### config.mk
export PLATFORM = sky130hd
export DESIGN_NAME = bird_physics
export DESIGN_NICKNAME = d
export VERILOG_FILES = /design/src/rtl/bird_physics.sv
export SDC_FILE = /design/constraint.sdc
export NUM_CORES = 1
export LEC_CHECK = 0
export ABC_AREA = 0
export CAP_MARGIN = 20
export CELL_PAD_IN_SITES_DETAIL_PLACEMENT = 0
export CELL_PAD_IN_SITES_GLOBAL_PLACEMENT = 2
export CORE_MARGIN = 5
export CORE_UTILIZATION = 35
export DETAILED_ROUTE_END_ITERATION = 8
export PLACE_DENSITY = 0.89
export SLEW_MARGIN = 10
export SYNTH_ARGS = -nofsm -noshare
export SYNTH_HDL_FRONTEND = slang
export SYNTH_SLANG_ARGS = --single-unit
### constraint.sdc
create_clock -name clk -period 9.7 [get_ports clk]
set_clock_uncertainty 0.2 [all_clocks]
set_input_delay 1.94 -clock clk [delete_from_list [all_inputs] [get_ports clk]]
set_output_delay 1.94 -clock clk [all_outputs]
set_load 0.02 [all_outputs]
### src/rtl/bird_physics.sv
// Bird vertical physics and game-state controller.
// Consumes debounced flap pulses, applies flap impulse, gravity, fall-speed
// cap, ceiling clamp and ground/collision death once per frame tick, and
// sequences the IDLE -> RUNNING -> DEAD -> IDLE game flow. All outputs are
// registered; every update is qualified by ce.
module bird_physics #(
    parameter int Y_WIDTH        = 10,
    parameter int VEL_WIDTH      = 6,
    parameter int SCREEN_HEIGHT  = 480,
    parameter int BIRD_HEIGHT    = 16,
    parameter int START_Y        = 232,
    parameter int GRAVITY        = 1,
    parameter int FLAP_SPEED     = 8,
    parameter int MAX_FALL_SPEED = 10
) (
    input  logic                        clk,
    input  logic                        rst_n,
    input  logic                        ce,
    input  logic                        frame_tick,
    input  logic                        flap,
    input  logic                        collision,
    output logic [Y_WIDTH-1:0]          bird_y,
    output logic signed [VEL_WIDTH-1:0] velocity,
    output logic [1:0]                  state,
    output logic                        game_over
);

    // Position math is done at Y_WIDTH+2 bits signed so neither the ceiling
    // underflow nor the floor overshoot can wrap.
    localparam int YW2 = Y_WIDTH + 2;

    localparam logic signed [YW2-1:0]   GRAV_V    = YW2'(GRAVITY);
    localparam logic signed [YW2-1:0]   FLAP_V    = YW2'(-FLAP_SPEED);
    localparam logic signed [YW2-1:0]   MAXF_V    = YW2'(MAX_FALL_SPEED);
    localparam logic signed [YW2-1:0]   FLOOR_V   = YW2'(SCREEN_HEIGHT - BIRD_HEIGHT);
    localparam logic [Y_WIDTH-1:0]      START_POS = Y_WIDTH'(START_Y);
    localparam logic [Y_WIDTH-1:0]      FLOOR_POS = Y_WIDTH'(SCREEN_HEIGHT - BIRD_HEIGHT);
    localparam logic signed [VEL_WIDTH-1:0] VEL_ZERO = '0;

    typedef enum logic [1:0] {
        ST_IDLE    = 2'd0,
        ST_RUNNING = 2'd1,
        ST_DEAD    = 2'd2,
        ST_BAD     = 2'd3
    } state_t;

    state_t                        state_r, state_s;
    logic [Y_WIDTH-1:0]            bird_y_r, bird_y_s;
    logic signed [VEL_WIDTH-1:0]   velocity_r, velocity_s;
    logic                          flap_pending_r, flap_pending_s;
    logic                          game_over_r, game_over_s;

    logic signed [YW2-1:0]         vel_ext_s;
    logic signed [YW2-1:0]         vel_grav_s;
    logic signed [YW2-1:0]         vel_new_s;
    logic signed [YW2-1:0]         y_new_s;

    // Candidate velocity and position for a frame tick in RUNNING.
    always_comb begin
        vel_ext_s  = {{(YW2-VEL_WIDTH){velocity_r[VEL_WIDTH-1]}}, velocity_r};
        vel_grav_s = vel_ext_s + GRAV_V;
        if (flap_pending_r || flap) begin
            vel_new_s = FLAP_V;
        end else if (vel_grav_s > MAXF_V) begin
            vel_new_s = MAXF_V;
        end else begin
            vel_new_s = vel_grav_s;
        end
        y_new_s = $signed({2'b00, bird_y_r}) + vel_new_s;
    end

    // Next-state logic for the game FSM and the physics registers.
    always_comb begin
        state_s        = state_r;
        bird_y_s       = bird_y_r;
        velocity_s     = velocity_r;
        flap_pending_s = flap_pending_r;
        game_over_s    = game_over_r;
        if (ce) begin
            game_over_s = 1'b0;
            case (state_r)
                ST_IDLE: begin
                    bird_y_s   = START_POS;
                    velocity_s = VEL_ZERO;
                    if (flap) begin
                        state_s        = ST_RUNNING;
                        flap_pending_s = 1'b1;
                    end else begin
                        flap_pending_s = 1'b0;
                    end
                end
                ST_RUNNING: begin
                    if (collision) begin
                        // Collision wins over a coincident tick: freeze in place.
                        state_s        = ST_DEAD;
                        game_over_s    = 1'b1;
                        flap_pending_s = 1'b0;
                    end else if (frame_tick) begin
                        flap_pending_s = 1'b0;
                        if (y_new_s[YW2-1]) begin
                            bird_y_s   = '0;
                            velocity_s = VEL_ZERO;
                        end else if (y_new_s >= FLOOR_V) begin
                            bird_y_s    = FLOOR_POS;
                            velocity_s  = VEL_ZERO;
                            state_s     = ST_DEAD;
                            game_over_s = 1'b1;
                        end else begin
                            bird_y_s   = y_new_s[Y_WIDTH-1:0];
                            velocity_s = vel_new_s[VEL_WIDTH-1:0];
                        end
                    end else if (flap) begin
                        flap_pending_s = 1'b1;
                    end else begin
                        flap_pending_s = flap_pending_r;
                    end
                end
                ST_DEAD: begin
                    // game_over_r marks the first DEAD cycle; a flap there
                    // is too early to count as a restart.
                    if (flap && !game_over_r) begin
                        state_s        = ST_IDLE;
                        bird_y_s       = START_POS;
                        velocity_s     = VEL_ZERO;
                        flap_pending_s = 1'b0;
                    end else begin
                        state_s = ST_DEAD;
                    end
                end
                default: begin
                    state_s        = ST_IDLE;
                    bird_y_s       = START_POS;
                    velocity_s     = VEL_ZERO;
                    flap_pending_s = 1'b0;
                end
            endcase
        end else begin
            state_s = state_r;
        end
    end

    // State and physics registers with asynchronous reset.
    always_ff @(posedge clk or negedge rst_n) begin
        if (!rst_n) begin
            state_r        <= ST_IDLE;
            bird_y_r       <= START_POS;
            velocity_r     <= VEL_ZERO;
            flap_pending_r <= 1'b0;
            game_over_r    <= 1'b0;
        end else begin
            state_r        <= state_s;
            bird_y_r       <= bird_y_s;
            velocity_r     <= velocity_s;
            flap_pending_r <= flap_pending_s;
            game_over_r    <= game_over_s;
        end
    end

    assign bird_y    = bird_y_r;
    assign velocity  = velocity_r;
    assign state     = state_r;
    assign game_over = game_over_r;

endmodule
# Yosys cells after proc, flatten, opt, wreduce, memory -nomap -nowiden
# Index checks and enable logic that the tools add are counted.
# totals
reg_bits,20
inputBits,6
out_inout_bits,19
word_cells,58
# classes
add_sub_neg,2
order_cmp,2
eq_ne,10
muxes,32
n_reduce_logical,7
# op_table
op,n
2-to-1 mux 10 bit,5
2-to-1 mux 6 bit,5
2-to-1 mux 12 bit,2
one-hot mux 10 bit (2 select lines),1
adder 11 x 12 -> 12 bit,1
"greater-or-equal comparator 12 x 10 -> 1 bit, second input constant",1
2-to-1 mux 2 bit,6
one-hot mux 6 bit (2 select lines),1
2-to-1 mux 1 bit,10
"inequality test 3 bit, second input constant",3
"inequality test 2 bit, second input constant",4
"adder 6 x 2 -> 7 bit, second input constant",1
"greater-than comparator 7 x 5 -> 1 bit, second input constant",1
one-hot mux 2 bit (3 select lines),1
AND reduction 5 bit,1
"inequality test 4 bit, second input constant",1
AND reduction 4 bit,1
one-hot mux 1 bit (3 select lines),1
AND reduction 3 bit,1
"equality test 2 x 1 -> 1 bit, second input constant",1
"equality test 2 bit, second input constant",1
logical NOT 2 bit,1
logical AND 1 bit,1
logical NOT 1 bit,1
logical OR 1 bit,1

# Depth between registers and ports, before layout
# Gate-level depths: netlist of run 1.
# logic_depth
ltp_word,11
depth_mapped,18
depth_no_buf,17

# Worst setup path before layout of run 1
# No wires, ideal clock.
# synth_path
path_kind,input -> register
from,input port flap
to,register velocity_r[2] (netlist: velocity[2])
setup_time_ns,0.104
arrival_ns,4.774
required_ns,9.396
slack_ns,4.622
path_stages,13
path_buffers,1
path_cell_list,nor2_1 nand2b_1 or2_2 ha_1 and3_4 a211oi_4 a21oi_1 or4_1 o31ai_2 o21ai_2 or2_1 buf_6 o41ai_4
# synth_via
elab_chain_len,9
elab_cells_between_ends,12
cone_classes,add/sub: 1; order compare: 1; eq/ne: 1; mux: 6; reduce/logical: 3
# synth_rtl
element,line_no,source
from (decl),20,"input logic flap,"
logical OR 1 bit,62,if (flap_pending_r || flap) begin
2-to-1 mux 12 bit,62,
adder 11 x 12 -> 12 bit,69,"y_new_s = $signed({2'b00, bird_y_r}) + vel_new_s;"
greater-or-equal comparator 12 x 10 -> 1 bit,103,end else if (y_new_s >= FLOOR_V) begin
2-to-1 mux 6 bit,103,
2-to-1 mux 6 bit,100,if (y_new_s[YW2-1]) begin
2-to-1 mux 6 bit,98,end else if (frame_tick) begin
2-to-1 mux 6 bit,93,if (collision) begin
one-hot mux 6 bit (2 select lines),81,case (state_r)
to (signal assigned),153,velocity_r <= velocity_s;
to (decl),49,"logic signed [VEL_WIDTH-1:0] velocity_r, velocity_s;"
# Parallel ways exist; a longest one is shown, timed or not. The select of a mux whose other input is x is not followed.
# A chain may end at the register's enable or synchronous reset.

# Final worst setup path of run 1
# Ends and elaborated chain as after synthesis.

==> reports/results.ini, run 1 <==
[finish]
final_nets=241
syn_to_final_growth_pct=20.4
layout-drive-gt1-share_pct=10.1
num_antenna_cells=0
nFillCells=491

[placement]
hpwl_mm=3.27
gp_congestion=0.791
port_buffers=24

[detailed_routing]
vias_per_cell=5.32
drt_wl_total_mm=4.15
ant_nets=0
vias=1515
wl_per_cell_um=14.6
drc_errors=0
dr.pass1.iters=4
initialDrtViolationCount=56

[synthesis]
async_flop_share_pct=100
synth_cell_type_count=52
syn_avg_cell_area_um2=8.69
synthFlopType=dfrtp_1
netlist_area_um2=1700
syn_inst=196
synth_edf_count=0
synth_nets=218
yosysWarnings=0
synth-seq-cells=20
seq_area_frac_synth_pct=29.7

[cts]
cts-resized-gates=0
cts.clk_slew.worst_paths_ns=0.08
cts_setup_buffers=0
clockRootBuffer=clkbuf_8
cts_htree_levels=1
cts_sinks=20
insertion_delay_ns=0.26
cts_tree=done
cts_made_buffers=3
postCtsHoldBufs=0
clk_path_buf_depth=2

[global_route]
grt_pass1_wl_mm=7.20
grt_pass1_vias=1508
grtUsageTotal_pct=14.1
overflow=0
antenna_found_initial=0
grt_max_degree=21

[power]
p_clk_share_pct=10.3
p_per_area_nw_per_um2=305
leakagePower_nw=0.881
pwr-share-seq_pct=22.3
internal-power_mw=0.322
power_switching_mw=0.303
combPwrFrac_pct=67.3
peakVddDrop_uv=161
p_sw_share_pct=48.5

[min_path]
hold_start=flap_pending_r
min_path_type=reg2reg
holdPathStages=2
hold_end=flap_pending_r

[floorplanning]
die_x_um=79.8
io_pins=25
fp-row-count=25
coreArea_um2=4720
die_h_um=79.8
initial_core_util_pct=36.1
dieArea_um2=6360

[critical_path]
rr_startpoint=velocity[0]
cp_max_fo=8
r2r_end=velocity[2]
cp-start-kind=primary input
reg2regPathDepth=16
end_kind=register
arrival_ns=5.61
worstSetupPathType=in2reg
required_ns=9.66
r2r_setup_slack_ns=4.90

[timing]
period_share_pct=58.2
rsz0062_at_grt=no
max-slew-margin-rel_pct=37.0
worst_hold_slack_ns=0.316
hold_viol=0
drv_slew=0
fin_crit_ns=5.65
worstMarginPinSlew_ns=0.942
setup_tns_ns=0
max_clock_freq_mhz=177
finalSetupViolCount=0

[run]
drv_cap=0

[outcome]
status=finished, final reports clean

## cell usage in the layout (no fill, tap or decap), drive strengths merged, types with 6 or more instances in the layout
master and n:
a21oi 11, nand3 10, dfrtp 16, inv 8
clkdlybuf4s50 24, nand2 29, xnor2 8, ha 15
nor2 14, o21ai 17, and3 6
## per-layer routing
| metal | global-route usage (%) | part of all wire, % |
|---|---|---|
| met2 | 24.1 | 48 |
| met3 | 3.05 | 3.8 |
| met5 | 0 | 0 |
| met4 | 2.03 | 0.36 |
| met1 | 18.6 | 48 |
## worst max path at each step
| stage | startpoint | end | slack [ns] | cells after the start |
|---|---|---|---|---|
| 2_1_floorplan | flap | velocity[2] | 4.62 | 13 |
| 6_report | flap | velocity[2] | 4.05 | 13 |
| 3_3_place_gp | flap | velocity[2] | 3.85 | 13 |
| 4_1_cts | flap | velocity[2] | 4.04 | 13 |
| 3_5_place_dp | flap | velocity[2] | 3.78 | 13 |
| 5_1_grt | flap | velocity[2] | 3.78 | 13 |
## kinds of logic after synthesis
kind of cell	synth area share, %
XOR/XNOR	6.10
AO/OA/AOI/OAI	25.4
flip-flops	29.7
multiplexers	0.661
buffers and inverters	3.60
adder cells (fa/ha/maj)	12.2
AND/OR/NAND/NOR	22.3
## per-stage QoR
step | setup WS, ns | utilization (%) | instance area (µm²) | instances | power (mW)
floorplan | 4.62 | - | 1700 | 196 | 0.447
global placement | 3.85 | 42.3 | 2000 | 281 | 0.563
detailed placement | 3.78 | 42.3 | 2000 | 281 | 0.562
CTS | 4.04 | 43.4 | 2050 | 285 | 0.628
global route | 3.78 | 43.4 | 2050 | 285 | 0.677
finish | 4.05 | 43.4 | 2050 | 285 | 0.625
## power by group through the flow
stage	Sequential (mW)	Clock [mW]	Combinational (mW)
floorplan	0.158	0	0.289
global placement	0.141	0	0.421
detailed placement	0.141	0	0.421
CTS	0.140	0.0656	0.422
global route	0.144	0.0699	0.463
finish	0.140	0.0644	0.421
## flip-flops by register name, indices dropped and copies added (netlist names)
name            flops
game_over           1
bird_y             10
flap_pending_r      1
velocity            6
state               2
## critical path, stage by stage
cell,delay (ns)
clkdlybuf4s50_1,0.47
nor2_1,0.27
nand2b_1,0.21
or2_2,0.32
ha_1,0.35
and3_4,0.19
a211oi_4,0.26
a21oi_1,0.18
or4_1,0.56
o31ai_2,0.11
o21ai_2,0.15
or2_1,0.37
o41ai_4,0.23
## Yosys cell counts (5+ instances only)
master | number | area (µm²)
nand2_1 | 28 | 105
and3_1 | 5 | 31.3
inv_1 | 8 | 30.0
xnor2_1 | 8 | 70.1
ha_1 | 15 | 188
o21ai_1 | 6 | 30.0
nand3_1 | 10 | 50.1
o21ai_0 | 10 | 50.1
nor2_1 | 14 | 52.6
dfrtp_1 | 16 | 400
a21oi_1 | 11 | 55.1
## cell type report
class | count | area [µm²] | share of cell area, %
clock buffer | 4 | 55.1 | 2.68
inverter | 8 | 30.0 | 1.46
multi-input combinational | 162 | 1140 | 55.4
sequential | 20 | 505 | 24.6
tap | 67 | 83.8 | 4.09
timing repair buffer | 24 | 240 | 11.7
No activity file was read; power rests on OpenSTA's default activity.
==> run 2: changes to the inputs <==
--- a/config.mk
+++ b/config.mk
@@ -10,9 +10,9 @@
 export CELL_PAD_IN_SITES_DETAIL_PLACEMENT = 0
 export CELL_PAD_IN_SITES_GLOBAL_PLACEMENT = 2
 export CORE_MARGIN = 5
-export CORE_UTILIZATION = 35
+export CORE_UTILIZATION = 30
 export DETAILED_ROUTE_END_ITERATION = 8
-export PLACE_DENSITY = 0.89
+export PLACE_DENSITY = 0.82
 export SLEW_MARGIN = 10
 export SYNTH_ARGS = -nofsm -noshare
 export SYNTH_HDL_FRONTEND = slang
==> constraint.sdc (replaced) <==
create_clock -name clk -period 4.9 [get_ports clk]
set_clock_uncertainty 0.2 [all_clocks]
set_input_delay 0.98 -clock clk [delete_from_list [all_inputs] [get_ports clk]]
set_output_delay 0.98 -clock clk [all_outputs]
set_load 0.02 [all_outputs]
==> reports/results.ini, run 2 (synthesized netlist as in run 1, its figures left out) <==
[run]
drv_cap=0  ; unchanged

[cts]
cts_sinks=20  ; unchanged
clk_path_buf_depth=2  ; unchanged
cts_setup_buffers=0  ; unchanged
postCtsHoldBufs=0  ; unchanged
insertion_delay_ns=0.25  ; about the same
clockRootBuffer=clkbuf_8
cts.clk_slew.worst_paths_ns=0.07  ; about the same
cts_htree_levels=1  ; unchanged
cts_tree=done
cts-resized-gates=0  ; unchanged
cts_made_buffers=3  ; unchanged

[placement]
gp_congestion=0.862  ; +9.0%
post-place-cells=292  ; +3.9%
dpl_cell_area_um2=2050  ; +2.6%
hpwl_mm=3.31  ; +1.2%
port_buffers=24  ; unchanged

[finish]
syn_to_final_growth_pct=24.7
regArea_um2=505  ; unchanged
finalNonFillerCells=296  ; +3.9%
nFillCells=559  ; +14%
num_antenna_cells=0  ; unchanged
largest_reg_flops=10  ; unchanged
fin_area_um2=2120  ; +3.5%
final_common_cell=nand2_1
multiInputGateArea_um2=1140  ; +0.66%
layout-drive-gt1-share_pct=12.9  ; +2.9 points
final_nets=248  ; +2.9%
finish.utilization_pct=38.6  ; -4.9 points
final_cell_mix=nand2_1, clkdlybuf4s50_1, dfrtp_1

[critical_path]
arrival_ns=4.57  ; -1.04 ns
slowest_delay_ns=0.55  ; about the same
required_ns=4.86  ; -4.80 ns
cp-start-kind=primary input
worstSetupPathType=in2reg
cp_max_fo=8  ; unchanged
cp_slowest_cell=or4_1
crit_buf_inv=1  ; unchanged
end_kind=register
cp_top_family=simple AND/OR/NAND/NOR gates
path_cells=clkdlybuf4s50_1 > nor2_1 > nand2b_1 > or2_2 > ha_1 > and3_4 > a211oi_4 > a21oi_1 > or4_1 > o31ai_2 > o21ai_2 > or2_1 > o41ai_4

[global_route]
grt_max_degree=21  ; unchanged
grtUsageTotal_pct=12.0  ; -2.1 points
overflow=0  ; unchanged
grt_pass1_wl_mm=7.27  ; +0.96%
antenna_found_initial=0  ; unchanged
grt_pass1_vias=1516  ; +0.53%

[floorplanning]
die_x_um=85.3  ; +7.0%
fp-row-count=27  ; +8.0%
initial_core_util_pct=30.9  ; -5.1 points
dieArea_um2=7280  ; +15%
coreArea_um2=5510  ; +17%
io_pins=25  ; unchanged
die_h_um=85.3  ; +7.0%

[detailed_routing]
initialDrtViolationCount=68  ; +21%
drt_wl_total_mm=4.14  ; -0.22%
drc_errors=0  ; unchanged
vias_per_cell=5.10  ; -4.0%
vias=1510  ; -0.33%
wl_per_cell_um=14.0  ; -3.9%
ant_nets=0  ; unchanged
dr.pass1.iters=4  ; unchanged

[timing]
worstMarginPinSlew_ns=0.495  ; -0.447 ns
fin_crit_ns=4.62
hold_viol=0  ; unchanged
max-slew-margin-rel_pct=66.7  ; +30 points
drv_slew=0  ; unchanged
max_clock_freq_mhz=217
rsz0062_at_grt=no
finalSetupViolCount=0  ; unchanged
period_share_pct=94.2
setup_tns_ns=0  ; unchanged

[min_path]
min_path_type=reg2reg

[power]
leakagePower_nw=0.916  ; +4.0%
peakVddDrop_uv=271  ; +69%
p_per_area_nw_per_um2=588  ; +93%
power_mw=1.25  ; +100%

[outcome]
status=finished, final reports clean

==> run 2: cell types whose count changed in the layout (fill, tap and decap cells not counted) <==
| cell | change |
|---|---|
| clkbuf_8 | -1 |
| xnor2_1 | -1 |
| xnor2_2 | +1 |
| buf_4 | +6 |
| buf_16 | +1 |
==> run 2: metal layers <==
metal,up-vias,track usage (%),share of wire (%)
met4,0,4.17,1.4
met5,-,0,0
li1,775,-,-
met3,6,0.777,2.4
met1,708,16.8,50
met2,21,19.6,46
==> run 2: where the power goes <==
| group | total, mW | switching (mW) | internal [mW] |
|---|---|---|---|
| Clock | 0.107 | 0.0520 | 0.0546 |
| Sequential | 0.271 | 0.0495 | 0.221 |
| Combinational | 0.870 | 0.492 | 0.378 |
==> run 2: worst register-to-register path, delay by kind of cell (launching register included) <==
kind	cells	cell delay, ns
XOR/XNOR	1	0.26
AO/OA/AOI/OAI	8	1.33
flip-flops	1	0.42
adder cells (fa/ha/maj)	2	0.62
AND/OR/NAND/NOR	5	1.64
==> run 2: worst paths after layout <==
path	startpoint	to	slack, ns	cells after the start
max	flap	velocity[2]	0.28	13
min reg2reg	flap_pending_r	flap_pending_r	0.33	2
max reg2reg	velocity[1]	velocity[2]	0.36	16
max in group asynchronous	rst_n	bird_y[3]	3.26	2
min in group asynchronous	rst_n	game_over	0.77	1
min	flap_pending_r	flap_pending_r	0.33	2
==> run 2: cell type report <==
class	count	area share [%]
clock buffers	3	1.94
flip-flops and latches	20	23.8
multi-input cells	162	53.9
repair buffers	31	14.7
well taps	72	4.24
inverters	8	1.41
==> run 2: metrics by stage <==
step           hold WS (ns)  setup slack [ns]
2_1_floorplan         0.269             0.479
3_3_place_gp          0.315            0.0902
3_5_place_dp          0.311            0.0105
4_1_cts               0.331             0.212
5_1_grt               0.375            0.0473
6_report              0.333             0.284
==> run 3: changes to the inputs <==
--- a/config.mk
+++ b/config.mk
@@ -13,6 +13,7 @@
 export CORE_UTILIZATION = 30
 export DETAILED_ROUTE_END_ITERATION = 8
 export PLACE_DENSITY = 0.82
+export SETUP_SLACK_MARGIN = 0.02
 export SLEW_MARGIN = 10
 export SYNTH_ARGS = -nofsm -noshare
 export SYNTH_HDL_FRONTEND = slang
==> results of run 3 <==
The final DEF is identical to that of run 2; final timing and power are the same.
